$ cat src/rtl/pngen_burst_pkg.sv
// Shared definitions for the PN burst controller.
//   LEN_W_DEF / CNT_W_DEF : default burst/gap length width and burst count width
//   state_e               : controller state encoding
package pngen_burst_pkg;

    localparam int unsigned LEN_W_DEF = 16;
    localparam int unsigned CNT_W_DEF = 8;
    localparam int unsigned STATE_W   = 3;

    typedef enum logic [STATE_W-1:0] {
        ST_IDLE    = 3'd0,
        ST_PRELOAD = 3'd1,
        ST_BURST   = 3'd2,
        ST_GAP     = 3'd3,
        ST_DONE    = 3'd4
    } state_e;

endpackage

$ cat src/rtl/pngen_strobe_cnt.sv
// Terminal-count strobe counter.
//   clk, rst_n : clock, async active-low reset
//   ld_i       : load ld_val_i (has priority over inc_i)
//   inc_i      : count strobe, increments with natural wrap
//   term_i     : terminal value compared against the count
//   cnt_o      : registered count
//   term_c     : combinational flag, count == term_i
module pngen_strobe_cnt #(
    parameter int unsigned W = 8
) (
    input  logic         clk,
    input  logic         rst_n,
    input  logic         ld_i,
    input  logic [W-1:0] ld_val_i,
    input  logic         inc_i,
    input  logic [W-1:0] term_i,
    output logic [W-1:0] cnt_o,
    output logic         term_c
);

    logic [W-1:0] cnt_q;

    always_ff @(posedge clk or negedge rst_n) begin
        if (!rst_n) begin
            cnt_q <= '0;
        end else if (ld_i) begin
            cnt_q <= ld_val_i;
        end else if (inc_i) begin
            cnt_q <= cnt_q + W'(1);
        end
    end

    assign cnt_o  = cnt_q;
    assign term_c = (cnt_q == term_i);

endmodule

$ cat src/rtl/pngen_burst_ctrl.sv
// PN generator burst controller: sequences LFSR reload, burst gating and
// inter-burst gaps, counted in pnClkEn bit strobes.
//   clk, reset   : clock, async active-low reset
//   pnClkEn      : bit strobe from the PN phase accumulator
//   start, abort : sequence start / immediate stop requests
//   burstLen, gapLen, burstCount, restartEach : config, latched on start
//   pnRestart    : LFSR reload pulse (PRELOAD)
//   pnGate       : high in BURST
//   bitValid     : pnClkEn qualified by BURST (combinational)
//   busy, done   : not-IDLE flag, completion pulse
//   burstIdx     : zero-based current burst index
module pngen_burst_ctrl
    import pngen_burst_pkg::*;
#(
    parameter int unsigned LEN_W = LEN_W_DEF,
    parameter int unsigned CNT_W = CNT_W_DEF
) (
    input  logic             clk,
    input  logic             reset,
    input  logic             pnClkEn,
    input  logic             start,
    input  logic             abort,
    input  logic [LEN_W-1:0] burstLen,
    input  logic [LEN_W-1:0] gapLen,
    input  logic [CNT_W-1:0] burstCount,
    input  logic             restartEach,
    output logic             pnRestart,
    output logic             pnGate,
    output logic             bitValid,
    output logic             busy,
    output logic             done,
    output logic [CNT_W-1:0] burstIdx
);

    state_e           state_q, state_d;
    logic [LEN_W-1:0] len_q, gap_q;
    logic [CNT_W-1:0] cnt_q;
    logic             rst_each_q;
    logic             pn_restart_q, pn_gate_q, busy_q, done_q;

    logic             latch_d;
    logic             bit_ld, bit_inc, idx_ld, idx_inc;
    logic [LEN_W-1:0] bit_term_val;
    logic [LEN_W-1:0] bit_cnt;
    logic             bit_term;
    logic [CNT_W-1:0] idx;
    logic             idx_term;
    logic             last_burst;
    logic             unused_bit_cnt;

    // Shared bit/gap counter terminal: a zero burst length behaves as one bit.
    always_comb begin
        bit_term_val = '0;
        if (state_q == ST_GAP) begin
            bit_term_val = gap_q - LEN_W'(1);
        end else if (len_q != '0) begin
            bit_term_val = len_q - LEN_W'(1);
        end
    end

    pngen_strobe_cnt #(.W(LEN_W)) u_bit_cnt (
        .clk      (clk),
        .rst_n    (reset),
        .ld_i     (bit_ld),
        .ld_val_i ('0),
        .inc_i    (bit_inc),
        .term_i   (bit_term_val),
        .cnt_o    (bit_cnt),
        .term_c   (bit_term)
    );

    pngen_strobe_cnt #(.W(CNT_W)) u_idx_cnt (
        .clk      (clk),
        .rst_n    (reset),
        .ld_i     (idx_ld),
        .ld_val_i ('0),
        .inc_i    (idx_inc),
        .term_i   (cnt_q - CNT_W'(1)),
        .cnt_o    (idx),
        .term_c   (idx_term)
    );

    assign unused_bit_cnt = ^bit_cnt;

    // A zero burst count means continuous: no burst is ever the last one.
    assign last_burst = (cnt_q != '0) && idx_term;

    // Next-state and counter control.
    always_comb begin
        state_d = state_q;
        latch_d = 1'b0;
        bit_ld  = 1'b0;
        bit_inc = 1'b0;
        idx_ld  = 1'b0;
        idx_inc = 1'b0;

        if (abort) begin
            state_d = ST_IDLE;
            bit_ld  = 1'b1;
            idx_ld  = 1'b1;
        end else begin
            unique case (state_q)
                ST_IDLE: begin
                    if (start) begin
                        latch_d = 1'b1;
                        bit_ld  = 1'b1;
                        idx_ld  = 1'b1;
                        state_d = ST_PRELOAD;
                    end
                end
                ST_PRELOAD: begin
                    state_d = ST_BURST;
                end
                ST_BURST: begin
                    if (pnClkEn) begin
                        if (bit_term) begin
                            bit_ld = 1'b1;
                            if (last_burst) begin
                                state_d = ST_DONE;
                            end else if (gap_q != '0) begin
                                state_d = ST_GAP;
                            end else begin
                                idx_inc = 1'b1;
                                state_d = rst_each_q ? ST_PRELOAD : ST_BURST;
                            end
                        end else begin
                            bit_inc = 1'b1;
                        end
                    end
                end
                ST_GAP: begin
                    if (pnClkEn) begin
                        if (bit_term) begin
                            bit_ld  = 1'b1;
                            idx_inc = 1'b1;
                            state_d = rst_each_q ? ST_PRELOAD : ST_BURST;
                        end else begin
                            bit_inc = 1'b1;
                        end
                    end
                end
                ST_DONE: begin
                    idx_ld  = 1'b1;
                    state_d = ST_IDLE;
                end
                default: begin
                    state_d = ST_IDLE;
                end
            endcase
        end
    end

    // State, latched config and registered outputs (decoded from next state).
    always_ff @(posedge clk or negedge reset) begin
        if (!reset) begin
            state_q      <= ST_IDLE;
            len_q        <= '0;
            gap_q        <= '0;
            cnt_q        <= '0;
            rst_each_q   <= 1'b0;
            pn_restart_q <= 1'b0;
            pn_gate_q    <= 1'b0;
            busy_q       <= 1'b0;
            done_q       <= 1'b0;
        end else begin
            state_q <= state_d;
            if (latch_d) begin
                len_q      <= burstLen;
                gap_q      <= gapLen;
                cnt_q      <= burstCount;
                rst_each_q <= restartEach;
            end
            pn_restart_q <= (state_d == ST_PRELOAD);
            pn_gate_q    <= (state_d == ST_BURST);
            busy_q       <= (state_d != ST_IDLE);
            done_q       <= (state_d == ST_DONE);
        end
    end

    assign pnRestart = pn_restart_q;
    assign pnGate    = pn_gate_q;
    assign busy      = busy_q;
    assign done      = done_q;
    assign burstIdx  = idx;
    assign bitValid  = pnClkEn && (state_q == ST_BURST);

endmodule

$ cat config.mk
export PLATFORM = sky130hd
export DESIGN_NAME = pngen_burst_ctrl
export DESIGN_NICKNAME = d
export VERILOG_FILES = /design/src/rtl/pngen_burst_pkg.sv /design/src/rtl/pngen_strobe_cnt.sv /design/src/rtl/pngen_burst_ctrl.sv
export SDC_FILE = /design/constraint.sdc
export NUM_CORES = 1
export LEC_CHECK = 0
export BUFFER_PORTS_ARGS = -buffer_cell sky130_fd_sc_hd__buf_2
export CELL_PAD_IN_SITES_DETAIL_PLACEMENT = 0
export CELL_PAD_IN_SITES_GLOBAL_PLACEMENT = 1
export CORE_AREA = 2 2 119 121
export CTS_CLUSTER_DIAMETER = 30
export CTS_CLUSTER_SIZE = 8
export DETAILED_ROUTE_END_ITERATION = 12
export DIE_AREA = 0 0 121 123
export PLACE_DENSITY_LB_ADDON = 0.25
export SYNTH_ARGS = -nofsm -noshare
export SYNTH_HDL_FRONTEND = slang
export SYNTH_SLANG_ARGS = --single-unit
$ cat constraint.sdc
create_clock -name clk -period 4.15 [get_ports clk]
set_input_delay 0.6225 -clock clk [delete_from_list [all_inputs] [get_ports clk]]
set_output_delay 0.6225 -clock clk [all_outputs]
set_load 0.01 [all_outputs]
* Word-level counts from Yosys, hierarchy flattened *
Cells that the tools add are included.

word-level totals
  output and inout port bits = 13
  flip-flop bits (word level) = 72
  logic and storage cells = 70
  input bits = 46

operators by class
  muxes and demuxes = 35
  reductions and logical operators = 10
  $add $sub $neg = 5
  equality and inequality tests = 9

operators by type and width
  operator                                                              count
  16-bit two-way mux                                                    4
  16-bit nonzero test                                                   2
  16-bit by 1-bit subtractor with 16-bit output, second input constant  2
  3-bit two-way mux                                                     7
  16-bit by 1-bit adder with 16-bit output, second input constant       1
  16-bit == test                                                        1
  1-bit two-way mux                                                     16
  8-bit two-way mux                                                     2
  3-bit one-hot mux with 4 select lines                                 1
  3-bit by 2-bit == test with 1-bit output, second input constant       3
  8-bit by 1-bit adder with 8-bit output, second input constant         1
  8-bit == test                                                         1
  8-bit nonzero test                                                    1
  8-bit by 1-bit subtractor with 8-bit output, second input constant    1
  3-bit by 1-bit == test with 1-bit output, second input constant       2
  3-bit == test, second input constant                                  2
  1-bit one-hot mux with 2 select lines                                 3
  2-bit two-way mux                                                     2
  2-bit nonzero test                                                    2
  3-bit logical NOT                                                     1
  3-bit nonzero test                                                    1
  1-bit logical AND                                                     2
  2-bit OR reduction                                                    1

* Logic depth before layout (Yosys ltp) *
Gate-level depths: netlist of run 1.

  depth after elaboration = 10
  depth in mapped cells = 15
  gate-level depth less buffers = 12

* Modules after synthesis *
Synthesis of run 1 repeated with hierarchy kept, for this count alone.

second synthesis, totals
  cells, all modules = 433
  area total of the unflattened synthesis = 4374.2 um^2

by module, submodules not included
  module                        cells an instance  instances  area each (um^2)  sequential area each (um^2)
  pngen_burst_ctrl              251                1          2741.4            1201.2
  pngen_strobe_cnt (u_bit_cnt)  121                1          1078.5            400.4
  pngen_strobe_cnt (u_idx_cnt)  61                 1          554.3             200.2

* Least setup slack after synthesis of run 1 *
OpenSTA, ideal clock, no wires.

  kind = flip-flop to flip-flop
  from = register len_q[2]
  to = register u_bit_cnt.cnt_q[5], in the netlist u_bit_cnt.cnt_o[5]
  stages on the path, launching flop included = 13
  clock period less this slack = 3.373 ns
  data required time = 4.025 ns
  arrival = 3.248 ns
  library setup time = 0.125 ns
  path buffers = 2
  setup slack = 0.777 ns
  cells stage by stage = dfrtp_1 > nor4_4 > nand2_2 > a2111oi_0 > mux2i_1 > o311ai_0 > nor4_4 > nand4_1 > buf_4 > and3_1 > buf_2 > nand3_1 > mux2_2

between the ends
  cells in the longest elaborated chain, start to end = 9
  elaborated cells on any way between the ends = 15
  classes of those cells = 1 x add/sub; 1 x eq/ne; 11 x mux; 2 x reduce/logical

RTL lines
  item                                                                                         line                                              source
  from (decl)                                                                                  pngen_burst_ctrl.sv:36                            logic [LEN_W-1:0] len_q, gap_q;
  from (signal assigned)                                                                       pngen_burst_ctrl.sv:168                           len_q <= burstLen;
  16-bit by 1-bit subtractor with 16-bit output / 16-bit nonzero test (equally long branches)  pngen_burst_ctrl.sv:57, pngen_burst_ctrl.sv:56
  16-bit two-way mux *                                                                         pngen_burst_ctrl.sv:56                            end else if (len_q != '0) begin
  16-bit two-way mux *                                                                         pngen_burst_ctrl.sv:54                            if (state_q == ST_GAP) begin
  16-bit == test *                                                                             pngen_strobe_cnt.sv:34                            assign term_c = (cnt_q == term_i);
  1-bit two-way mux                                                                            pngen_burst_ctrl.sv:116, pngen_burst_ctrl.sv:133
  1-bit two-way mux                                                                            pngen_burst_ctrl.sv:132                           if (pnClkEn) begin
  1-bit one-hot mux with 2 select lines / 1-bit two-way mux (equally long branches)            n/a
  1-bit two-way mux                                                                            pngen_burst_ctrl.sv:97                            if (abort) begin
  16-bit two-way mux / 2-bit nonzero test (equally long branches)                              n/a
  to (signal assigned)                                                                         pngen_strobe_cnt.sv:27                            cnt_q <= ld_val_i;
  to (signal assigned)                                                                         pngen_strobe_cnt.sv:29                            cnt_q <= cnt_q + W'(1);
  to (decl)                                                                                    pngen_strobe_cnt.sv:21                            logic [W-1:0] cnt_q;

Mark *: on every way between the ends. The rest lies on a longest branch, timed or not.
A chain may end at the register's enable or synchronous reset.

* Worst setup path in the final report of run 1 *
  from = register gap_q[3]
  to = register u_idx_cnt.cnt_q[6], in the netlist u_idx_cnt.cnt_o[6]

between the ends
  cells in the longest elaborated chain, start to end = 8
  elaborated cells on any way between the ends = 13
  classes of those cells = 1 x add/sub; 1 x eq/ne; 9 x mux; 2 x reduce/logical

RTL lines
  item                                                                                         line                                              source
  from (decl)                                                                                  pngen_burst_ctrl.sv:36
  from (signal assigned)                                                                       pngen_burst_ctrl.sv:169                           gap_q <= gapLen;
  16-bit by 1-bit subtractor with 16-bit output / 16-bit nonzero test (equally long branches)  pngen_burst_ctrl.sv:55, pngen_burst_ctrl.sv:120
  16-bit two-way mux / 1-bit two-way mux (equally long branches)                               pngen_burst_ctrl.sv:54, pngen_burst_ctrl.sv:120
  16-bit == test / 1-bit two-way mux (equally long branches)                                   pngen_strobe_cnt.sv:34, pngen_burst_ctrl.sv:118
  1-bit two-way mux (on tied branches)                                                         pngen_burst_ctrl.sv:133, pngen_burst_ctrl.sv:116
  1-bit two-way mux (on tied branches)                                                         pngen_burst_ctrl.sv:132, pngen_burst_ctrl.sv:115
  1-bit one-hot mux with 2 select lines *                                                      pngen_burst_ctrl.sv:102                           unique case (state_q)
  1-bit two-way mux *                                                                          pngen_burst_ctrl.sv:97
  2-bit nonzero test (no line) *                                                               n/a
  to (signal assigned)                                                                         pngen_strobe_cnt.sv:27
  to (signal assigned)                                                                         pngen_strobe_cnt.sv:29
  to (decl)                                                                                    pngen_strobe_cnt.sv:21

Marked as above.

==> metrics.csv, run 1 <==
stage,metric,value,unit
sta,drv_slew,0,
layout,nets,582,
setup_path,endpoint_kind,flip-flop,
sta,setup_viol,0,
pwr,powerDensity,407,nW/um^2
clock_network,htree_levels,3,
pwr,cellLeakagePower,2.23,nW
run_status,status,"complete, no violations",
clock_network,cts-root-buf,clkbuf_16,
layout,fillCellCount,1358,
global_routing,grt_usage,16.5,%
sta,rsz0062_at_grt,false,
global_routing,grt_pass1_wl,19.1,mm
global_routing,grt_pass1_vias,3650,
pwr,p_clk_share,36.1,%
synthesis,ys.flop_type,dfrtp_1,
sta,fin_crit,3730,ps
pwr,pwr-share-comb,21.7,%
synthesis,ys_types,68,
pwr,finalPower,2.21,mW
route,drt-initial-drc-count,251,
route,drt-vias-per-instance,5.25,
worst_hold_path,hold_path.class,primary input to asynchronous set/reset pin,
synthesis,synth_edf_count,0,
sta,timing.fmax,268,MHz
sta,slew_headroom,32.0,%
setup_path,path_max_fanout,20,
placed_design,hpwlAfterDp,8.70,mm
route,drtPass1Iterations,4,
synthesis,synth_cells,476,
route,drc,0,
sta,fin_setup_tns,0,ps
sta,worst_pin_slew,1020,ps
synthesis,synth-seq-cells,72,
setup_path,crit_path_start_kind,flip-flop,
job,cap_violations,0,
placed_design,gp_congestion,0.806,
floorplan,die_y,123,um
synthesis,async_reset_ff_share,100,%
floorplan,coreArea,13600,um^2
route,drt_wl_total,11.6,mm
global_routing,antenna_found_initial,0,
synthesis,ys_seq_area_share,38.7,%
clock_network,clkTransAtPathRegs,60,ps
clock_network,cts_tree,done,
floorplan,rows,43,
floorplan,dieArea,14900,um^2
layout,final_common_cell,dfrtp_1,
layout,multi_input_area,2730,um^2
floorplan,start_util,34.2,%
pwr,netSwitchingFraction,30.6,%
setup_path,setup.worst_path.class,flip-flop to flip-flop,
clock_network,cts.sinks,72,
synthesis,synth_nets,528,
clock_network,cts_hold_buf,0,
global_routing,grt-ovfl-total,0,
synthesis,yosysWarnings,0,
placed_design,port_buffers,58,
pwr,internal_power,1.53,mW
pwr,ir_worst_vdd,0.185,mV
route,ant_nets,0,
floorplan,dieWidth,121,um
layout,synthToLayoutAreaGrowth,16.6,%
layout,n_antenna_cell,0,
layout,drive_gt1_share,27.7,%
route,wl_per_cell,16.3,um
clock_network,insertion_delay,340,ps
sta,period_share,89.9,%
route,via_count,3757,
pwr,switchingPower,0.676,mW
floorplan,num_io_pins,59,
setup_path,reg2reg_depth,11,
setup_path,crit_arrival,3990,ps
sta,finalClockSkew,8.05,ps
clock_network,cts_setup_buffers,0,
synthesis,avgSynthCellArea,9.79,um^2
pwr,power_frac_seq,42.2,%
sta,hold_viol_final,0,
layout,layout_common_cells,"dfrtp_1 (72), buf_2 (57), mux2_2 (44)",
global_routing,grt_max_degree,73,
setup_path,worstPathRequired,4410,ps
clock_network,clockBufferDepth,2,
clock_network,post_cts_resize_count,0,
synthesis,synth_area,4660,um^2
clock_network,cts_made_buffers,9,
layout,seqCellArea,1800,um^2
[metrics by stage]
step / setup WS (ps) / cell area, um^2 / util (%) / cells / hold WS, ps
CTS: 470 / 5430 / 39.9 / 715 / 454
floorplan: 777 / 4660 / - / 476 / 327
global placement: 554 / 5120 / 37.6 / 699 / 516
global route: 113 / 5430 / 39.9 / 715 / 498
finish: 419 / 5430 / 39.9 / 715 / 414
detailed placement: 487 / 5120 / 37.6 / 699 / 519
[routing by layer]
layer	share of wire, %	vias up	global-route usage (%)
met4	1.4	0	5.60
met1	49	1833	23.7
met3	3.3	12	2.58
met2	46	57	25.5
met5	0	-	0
li1	-	1855	-
[flip-flops by register name (all words and copies together) (netlist names)]
register,flops
busy,1
cnt_q,8
done,1
gap_q,16
len_q,16
pnGate,1
pnRestart,1
rst_each_q,1
state_q,3
u_bit_cnt.cnt_o,16
u_idx_cnt.cnt_o,8
[critical path, cell delays in order, from the launching register on]
cell and delay, ps:
dfrtp_1 480, or4_4 610, or4_1 420, a21oi_1 270, a31oi_1 90, xnor2_1 160, a2111oi_2 410, nand4_1 140
buf_4 230, or2_1 330, or3_1 370, a21oi_1 140
[final cells by class]
cell class / count / area share (%)
clock buffers: 12 / 4.72
clock inverters: 4 / 0.967
inverters: 12 / 0.829
multi-input cells: 373 / 50.2
flip-flops and latches: 72 / 33.2
well taps: 180 / 4.15
repair buffers: 62 / 5.94
[cells by family (layout without fill, tap and decap cells)]
| logic type | count (synthesis) | after routing | synth area share, % |
|---|---|---|---|
| AO/OA/AOI/OAI | 71 | 71 | 11.1 |
| XOR/XNOR | 47 | 47 | 8.83 |
| adder cells (fa/ha/maj) | 6 | 6 | 1.61 |
| buffers and inverters | 31 | 90 | 2.87 |
| AND/OR/NAND/NOR | 202 | 202 | 25.7 |
| flip-flops | 72 | 72 | 38.7 |
| multiplexers | 47 | 47 | 11.3 |
[cell usage after synthesis, types with 2 or more instances]
master | count | area share, %
dfrtp_1 | 72 | 39
mux2_2 | 44 | 11
nor2_1 | 42 | 3.4
nand3_1 | 25 | 2.7
xnor2_1 | 25 | 4.7
nand2_1 | 23 | 1.9
xor2_1 | 22 | 4.1
nor3_1 | 16 | 1.7
a21oi_1 | 14 | 1.5
and3_1 | 14 | 1.9
inv_1 | 12 | 0.97
nand4_1 | 12 | 1.6
o21ai_0 | 11 | 1.2
or3_1 | 10 | 1.3
and2_1 | 7 | 0.94
buf_1 | 7 | 0.56
nand2b_1 | 7 | 0.94
ha_1 | 6 | 1.6
buf_2 | 5 | 0.54
clkbuf_1 | 5 | 0.40
nand4b_1 | 5 | 0.94
nor4_4 | 5 | 2.3
o211ai_1 | 5 | 0.81
o31ai_1 | 5 | 0.81
or4_1 | 5 | 0.81
nor4_1 | 4 | 0.54
o22ai_1 | 4 | 0.54
or2_2 | 4 | 0.54
a2111oi_0 | 3 | 0.56
a31oi_1 | 3 | 0.40
and4_1 | 3 | 0.56
mux2i_1 | 3 | 0.64
nor2b_1 | 3 | 0.40
a211o_1 | 2 | 0.38
a211oi_1 | 2 | 0.32
a21o_1 | 2 | 0.32
a31o_2 | 2 | 0.38
nand2_2 | 2 | 0.27
nand3b_1 | 2 | 0.32
nor4_2 | 2 | 0.54
o41ai_1 | 2 | 0.38
or3b_2 | 2 | 0.38
or4_4 | 2 | 0.48
[worst paths after layout]
| path | start | to | slack [ps] |
|---|---|---|---|
| min in group clk | burstCount[7] | cnt_q[7]$_DFFE_PN0P_ | 510 |
| worst min-delay path | reset | len_q[12]$_DFFE_PN0P_ | 410 |
| worst max register to register | gap_q[3]$_DFFE_PN0P_ | u_idx_cnt.cnt_o[6]$_DFFE_PN0P_ | 420 |
| worst min register to register | u_bit_cnt.cnt_o[10]$_DFFE_PN0P_ | u_bit_cnt.cnt_o[10]$_DFFE_PN0P_ | 530 |
| worst max-delay path | gap_q[3]$_DFFE_PN0P_ | u_idx_cnt.cnt_o[6]$_DFFE_PN0P_ | 420 |
| max in group asynchronous | reset | u_bit_cnt.cnt_o[15]$_DFFE_PN0P_ | 3140 |
[power groups by stage]
stage               Clock (mW)  Combinational, mW  Sequential, mW
floorplan                    0              0.374           0.900
global placement             0              0.476           0.940
detailed placement           0              0.483           0.945
CTS                      0.820              0.486           0.932
global route             0.858              0.534           0.953
finish                   0.798              0.480           0.932
No activity file was read; power rests on OpenSTA's default activity.
==> run 2, diff against run 1 <==
- CELL_PAD_IN_SITES_DETAIL_PLACEMENT: 0 -> default
- CELL_PAD_IN_SITES_GLOBAL_PLACEMENT: 1 -> default
- REMOVE_ABC_BUFFERS: default -> 1
==> run 2 against run 1 <==
Register-to-register slack worse by 40 ps. Setup slack worse by 43 ps. Clock skew is 2.5 ps higher. Power is 0.27% higher. Hold slack better by 37 ps. Count of clock-buffer cells in the layout is 1 lower. Fmax is 1.1% lower. Cell area is 0.53% higher. Sequential share of layout area is 0.17 points lower. Critical path depth is 2 higher. Non-clock buffer count is 5 higher. Combinational power is 2% higher. Critical endpoint unchanged. Highest routed layer unchanged.
==> metrics.csv, run 2 (synthesis results as in run 1) <==
stage,metric,value,unit
setup_path,crit_chain,inv_1 > ha_1 > nor2b_1 > and2_1 > a2111oi_0 > mux2i_1 > o311ai_0 > nor4_4 > nand4_1 > buf_4 > or2_1 > or3_1 > a21oi_1,
setup_path,path_max_fanout,20,
placed_design,gp_congestion,0.868,
route,drt_wl_total,11.3,mm
sta,fin_crit,3770,ps
sta,fin_setup_tns,0,ps
clock_network,cts.sinks,72,
route,via_count,3781,
floorplan,rows,43,
placed_design,hpwlAfterDp,8.44,mm
setup_path,crit_arrival,4030,ps
sta,rsz0062_at_grt,false,
layout,n_antenna_cell,0,
layout,design_area,5460,um^2
run_status,status,"complete, no violations",
floorplan,coreArea,13600,um^2
pwr,powerDensity,406,nW/um^2
placed_design,port_buffers,58,
global_routing,antenna_found_initial,0,
layout,fillCellCount,1332,
sta,setup_viol,0,
sta,hold_viol_final,0,
floorplan,num_io_pins,59,
pwr,ir_worst_vdd,0.199,mV
setup_path,max_stage_delay,610,ps
pwr,p_clk_share,36.2,%
setup_path,worstSetupStartpoint,len_q[0]$_DFFE_PN0P_,
worst_hold_path,hold_path.class,primary input to asynchronous set/reset pin,
pwr,netSwitchingFraction,29.5,%
clock_network,cts_tree,done,
sta,finalClockSkew,10.5,ps
global_routing,grt_pass1_vias,3664,
clock_network,clockBufferDepth,2,
global_routing,grt_pass1_wl,18.5,mm
clock_network,cts_made_buffers,9,
layout,layout_common_cells,"dfrtp_1 (72), buf_2 (58), mux2_2 (44)",
setup_path,endpoint_kind,flip-flop,
setup_path,worstPathRequired,4410,ps
clock_network,cts_hold_buf,0,
clock_network,htree_levels,3,
sta,period_share,90.9,%
pwr,switchingPower,0.655,mW
sta,timing.fmax,265,MHz
floorplan,dieWidth,121,um
global_routing,grt_usage,15.7,%
clock_network,insertion_delay,330,ps
setup_path,r2r_setup_slack,380,ps
layout,drive_gt1_share,28.0,%
route,drt-initial-drc-count,192,
clock_network,cts-root-buf,clkbuf_16,
route,drc,0,
floorplan,dieArea,14900,um^2
route,wl_per_cell,15.7,um
route,ant_nets,0,
pwr,cellLeakagePower,2.25,nW
layout,final_common_cell,dfrtp_1,
placed_design,dpl-instance-area,5160,um^2
pwr,pwr-share-comb,22.0,%
pwr,power_frac_seq,41.7,%
setup_path,setup.worst_path.class,flip-flop to flip-flop,
setup_path,r2r_start,len_q[0]$_DFFE_PN0P_,
job,cap_violations,0,
route,drt-vias-per-instance,5.26,
clock_network,post_cts_resize_count,0,
layout,nets,587,
pwr,internal_power,1.56,mW
global_routing,grt_max_degree,46,
setup_path,slowest_stage,a2111oi_0,
sta,slew_headroom,32.1,%
route,drtPass1Iterations,5,
global_routing,grt-ovfl-total,0,
clock_network,cts_setup_buffers,0,
sta,worst_pin_slew,1020,ps
floorplan,die_y,123,um
sta,drv_slew,0,
clock_network,clkTransAtPathRegs,60,ps
floorplan,start_util,34.2,%
layout,synthToLayoutAreaGrowth,17.2,%
setup_path,crit_path_start_kind,flip-flop,
## run 2: cell types whose count changed in the layout (fill, tap and decap cells not counted), sizes merged
cell	previous run	this run
buf	62	67
bufinv	1	2
clkbuf	12	11
clkinv	3	2
## run 2: final cells by class
| cell class | count | area, um^2 | share of cell area [%] |
|---|---|---|---|
| multi-input combinational | 373 | 2730 | 50.0 |
| sequential | 72 | 1800 | 33.0 |
| timing repair buffer | 67 | 358 | 6.55 |
| clock buffer | 11 | 233 | 4.26 |
| tap | 180 | 225 | 4.12 |
| clock inverter | 4 | 70.1 | 1.28 |
| inverter | 12 | 45.0 | 0.825 |
## run 2: worst paths after layout
kind | to | cells past startpoint
min reg2reg | u_bit_cnt.cnt_o[10]$_DFFE_PN0P_ | 2
max in group asynchronous | gap_q[5]$_DFFE_PN0P_ | 2
max reg2reg | u_idx_cnt.cnt_o[6]$_DFFE_PN0P_ | 13
max | u_idx_cnt.cnt_o[6]$_DFFE_PN0P_ | 13
min in group clk | rst_each_q$_DFFE_PN0P_ | 2
min | cnt_q[6]$_DFFE_PN0P_ | 1
## run 2: routing by layer
layer  routed length, um  global-route usage (%)  vias to the layer above
met5                   0                       0                        -
met4                 147                    5.52                        0
met3                 398                    2.40                       10
li1                    -                       -                     1869
met1                5540                    22.1                     1805
met2                5190                    24.8                       97
## run 2: metrics by stage
stage	instances	hold slack [ps]	power, mW	worst slack, ps	util, %
floorplan	457	327	1.27	340	-
global placement	704	518	1.41	608	37.9
detailed placement	704	516	1.43	450	37.9
CTS	719	496	2.24	416	40.1
global route	719	518	2.34	224	40.1
finish	719	451	2.22	376	40.1
## run 2: critical path: cells and delay by family, from the launching register on
family / cells / cell delay (ps)
simple gates: 6 / 1500
buf+inv: 2 / 340
mux: 1 / 250
compound gates: 3 / 980
fa+ha+maj: 1 / 200
flops: 1 / 420
## run 2: power by group through the flow
stage	registers [mW]	clock network, mW	logic (mW)
floorplan	0.904	0	0.364
global placement	0.932	0	0.479
detailed placement	0.938	0	0.488
CTS	0.926	0.826	0.491
global route	0.945	0.857	0.541
finish	0.925	0.803	0.488
==> run 3, diff against run 2 <==
- RECOVER_POWER: default -> 50
==> run 3 against run 2 <==
The flow now finishes with violations (max-capacitance violations, max-slew violations). Cell area fell by 0.23%. Wire length barely moved. Die area did not move. Setup slack got worse by 27 ps. Global-route usage did not move. Final cell count did not move. Utilization fell by 0.092 points. Non-clock buffer count did not move. Sequential share of layout area rose by 0.076 points. Clock skew barely moved. Register-to-register slack got worse by 30 ps. Largest cell class unchanged.
==> metrics.csv, run 3 (synthesis results as in run 1) <==
stage,metric,value,unit
route,drt_wl_total,11.3,mm
global_routing,antenna_found_initial,0,
route,wl_per_cell,15.7,um
layout,synthToLayoutAreaGrowth,16.9,%
floorplan,num_io_pins,59,
clock_network,cts_hold_buf,0,
route,ant_nets,0,
route,drtPass1Iterations,4,
run_status,violations,"max-capacitance violations, max-slew violations",
sta,drv_slew,46,
sta,worst_pin_slew,2370,ps
pwr,cellLeakagePower,2.21,nW
layout,drive_gt1_share,26.5,%
clock_network,cts_setup_buffers,0,
clock_network,cts_made_buffers,9,
job,cap_violations,1,
sta,fin_crit,3800,ps
floorplan,dieArea,14900,um^2
floorplan,die_y,123,um
sta,setup_viol,0,
placed_design,gp_congestion,0.868,
layout,layout_common_cells,"dfrtp_1 (72), buf_2 (50), mux2_2 (44)",
setup_path,crit_path_start_kind,flip-flop,
worst_hold_path,hold_path.class,primary input to flip-flop,
setup_path,path_max_fanout,20,
clock_network,htree_levels,3,
layout,nets,587,
sta,finalClockSkew,10.8,ps
global_routing,grt-ovfl-total,0,
setup_path,setup.worst_path.class,flip-flop to flip-flop,
floorplan,rows,43,
clock_network,clkTransAtPathRegs,60,ps
layout,final_common_cell,dfrtp_1,
route,via_count,3783,
sta,hold_viol_final,0,
route,drt-initial-drc-count,192,
global_routing,grt_pass1_wl,18.5,mm
floorplan,coreArea,13600,um^2
setup_path,endpoint_kind,flip-flop,
floorplan,dieWidth,121,um
sta,rsz0062_at_grt,false,
floorplan,start_util,34.2,%
placed_design,port_buffers,58,
global_routing,grt_usage,15.7,%
clock_network,cts.sinks,72,
route,drt-vias-per-instance,5.26,
pwr,ir_worst_vdd,0.199,mV
clock_network,post_cts_resize_count,0,
clock_network,insertion_delay,330,ps
clock_network,cts-root-buf,clkbuf_16,
route,drc,0,
sta,period_share,91.6,%
sta,fin_setup_tns,0,ps
setup_path,worstPathRequired,4410,ps
sta,timing.fmax,263,MHz
setup_path,crit_arrival,4060,ps
placed_design,hpwlAfterDp,8.44,mm
pwr,powerDensity,407,nW/um^2
global_routing,grt_pass1_vias,3664,
global_routing,grt_max_degree,46,
sta,slew_headroom,-58.0,%
layout,final_util,40.0,%
layout,n_antenna_cell,0,
clock_network,clockBufferDepth,2,
run_status,status,"finished, violations left",
clock_network,cts_tree,done,
==> run 3: final timing paths <==
path | start | endpoint | slack [ps] | depth (start not counted)
worst max-delay path | len_q[0]$_DFFE_PN0P_ | u_idx_cnt.cnt_o[6]$_DFFE_PN0P_ | 350 | 13
worst min-delay path | restartEach | rst_each_q$_DFFE_PN0P_ | 520 | 2
worst max register to register | len_q[0]$_DFFE_PN0P_ | u_idx_cnt.cnt_o[6]$_DFFE_PN0P_ | 350 | 13
worst min register to register | u_bit_cnt.cnt_o[10]$_DFFE_PN0P_ | u_bit_cnt.cnt_o[10]$_DFFE_PN0P_ | 530 | 2
max in group asynchronous | reset | gap_q[5]$_DFFE_PN0P_ | 1430 | 2
min in group asynchronous | reset | cnt_q[6]$_DFFE_PN0P_ | 1000 | 1
==> run 3: per-layer routing <==
| layer | GRT usage [%] | up-vias | part of all wire, % |
|---|---|---|---|
| li1 | - | 1869 | - |
| met1 | 22.1 | 1819 | 49 |
| met5 | 0 | - | 0 |
| met2 | 24.8 | 86 | 46 |
| met4 | 5.52 | 0 | 1.3 |
| met3 | 2.40 | 9 | 3.2 |
==> run 3: layout make-up <==
| cell class | count | area (um^2) |
|---|---|---|
| clock buffers | 11 | 233 |
| multi-input cells | 373 | 2730 |
| well taps | 180 | 225 |
| inverters | 12 | 45.0 |
| repair buffers | 67 | 345 |
| clock inverters | 4 | 70.1 |
| flip-flops and latches | 72 | 1800 |
| fillers | 1339 | 8160 |
==> run 3: power breakdown <==
| part | switching, mW | internal [mW] | leakage (nW) |
|---|---|---|---|
| registers | 0.135 | 0.791 | 0.913 |
| clock network | 0.282 | 0.521 | 0.149 |
| logic | 0.238 | 0.249 | 1.15 |
==> run 3: critical path, stage by stage, from the launching register on <==
cell and delay (ps):
dfrtp_1 420, inv_1 110, ha_1 200, nor2b_1 150
and2_1 180, a2111oi_0 630, mux2i_1 250, o311ai_0 210
nor4_4 350, nand4_1 130, buf_4 230, or2_1 320
or3_1 370, a21oi_1 160
==> run 3: through the flow <==
stage | setup WS (ps) | hold WS [ps] | cell area [um^2] | total power [mW] | cells
CTS | 416 | 496 | 5460 | 2.24 | 719
floorplan | 340 | 327 | 4570 | 1.27 | 457
global placement | 608 | 518 | 5160 | 1.41 | 704
detailed placement | 450 | 516 | 5160 | 1.43 | 704
global route | 224 | 518 | 5450 | 2.34 | 719
finish | 349 | 516 | 5450 | 2.22 | 719
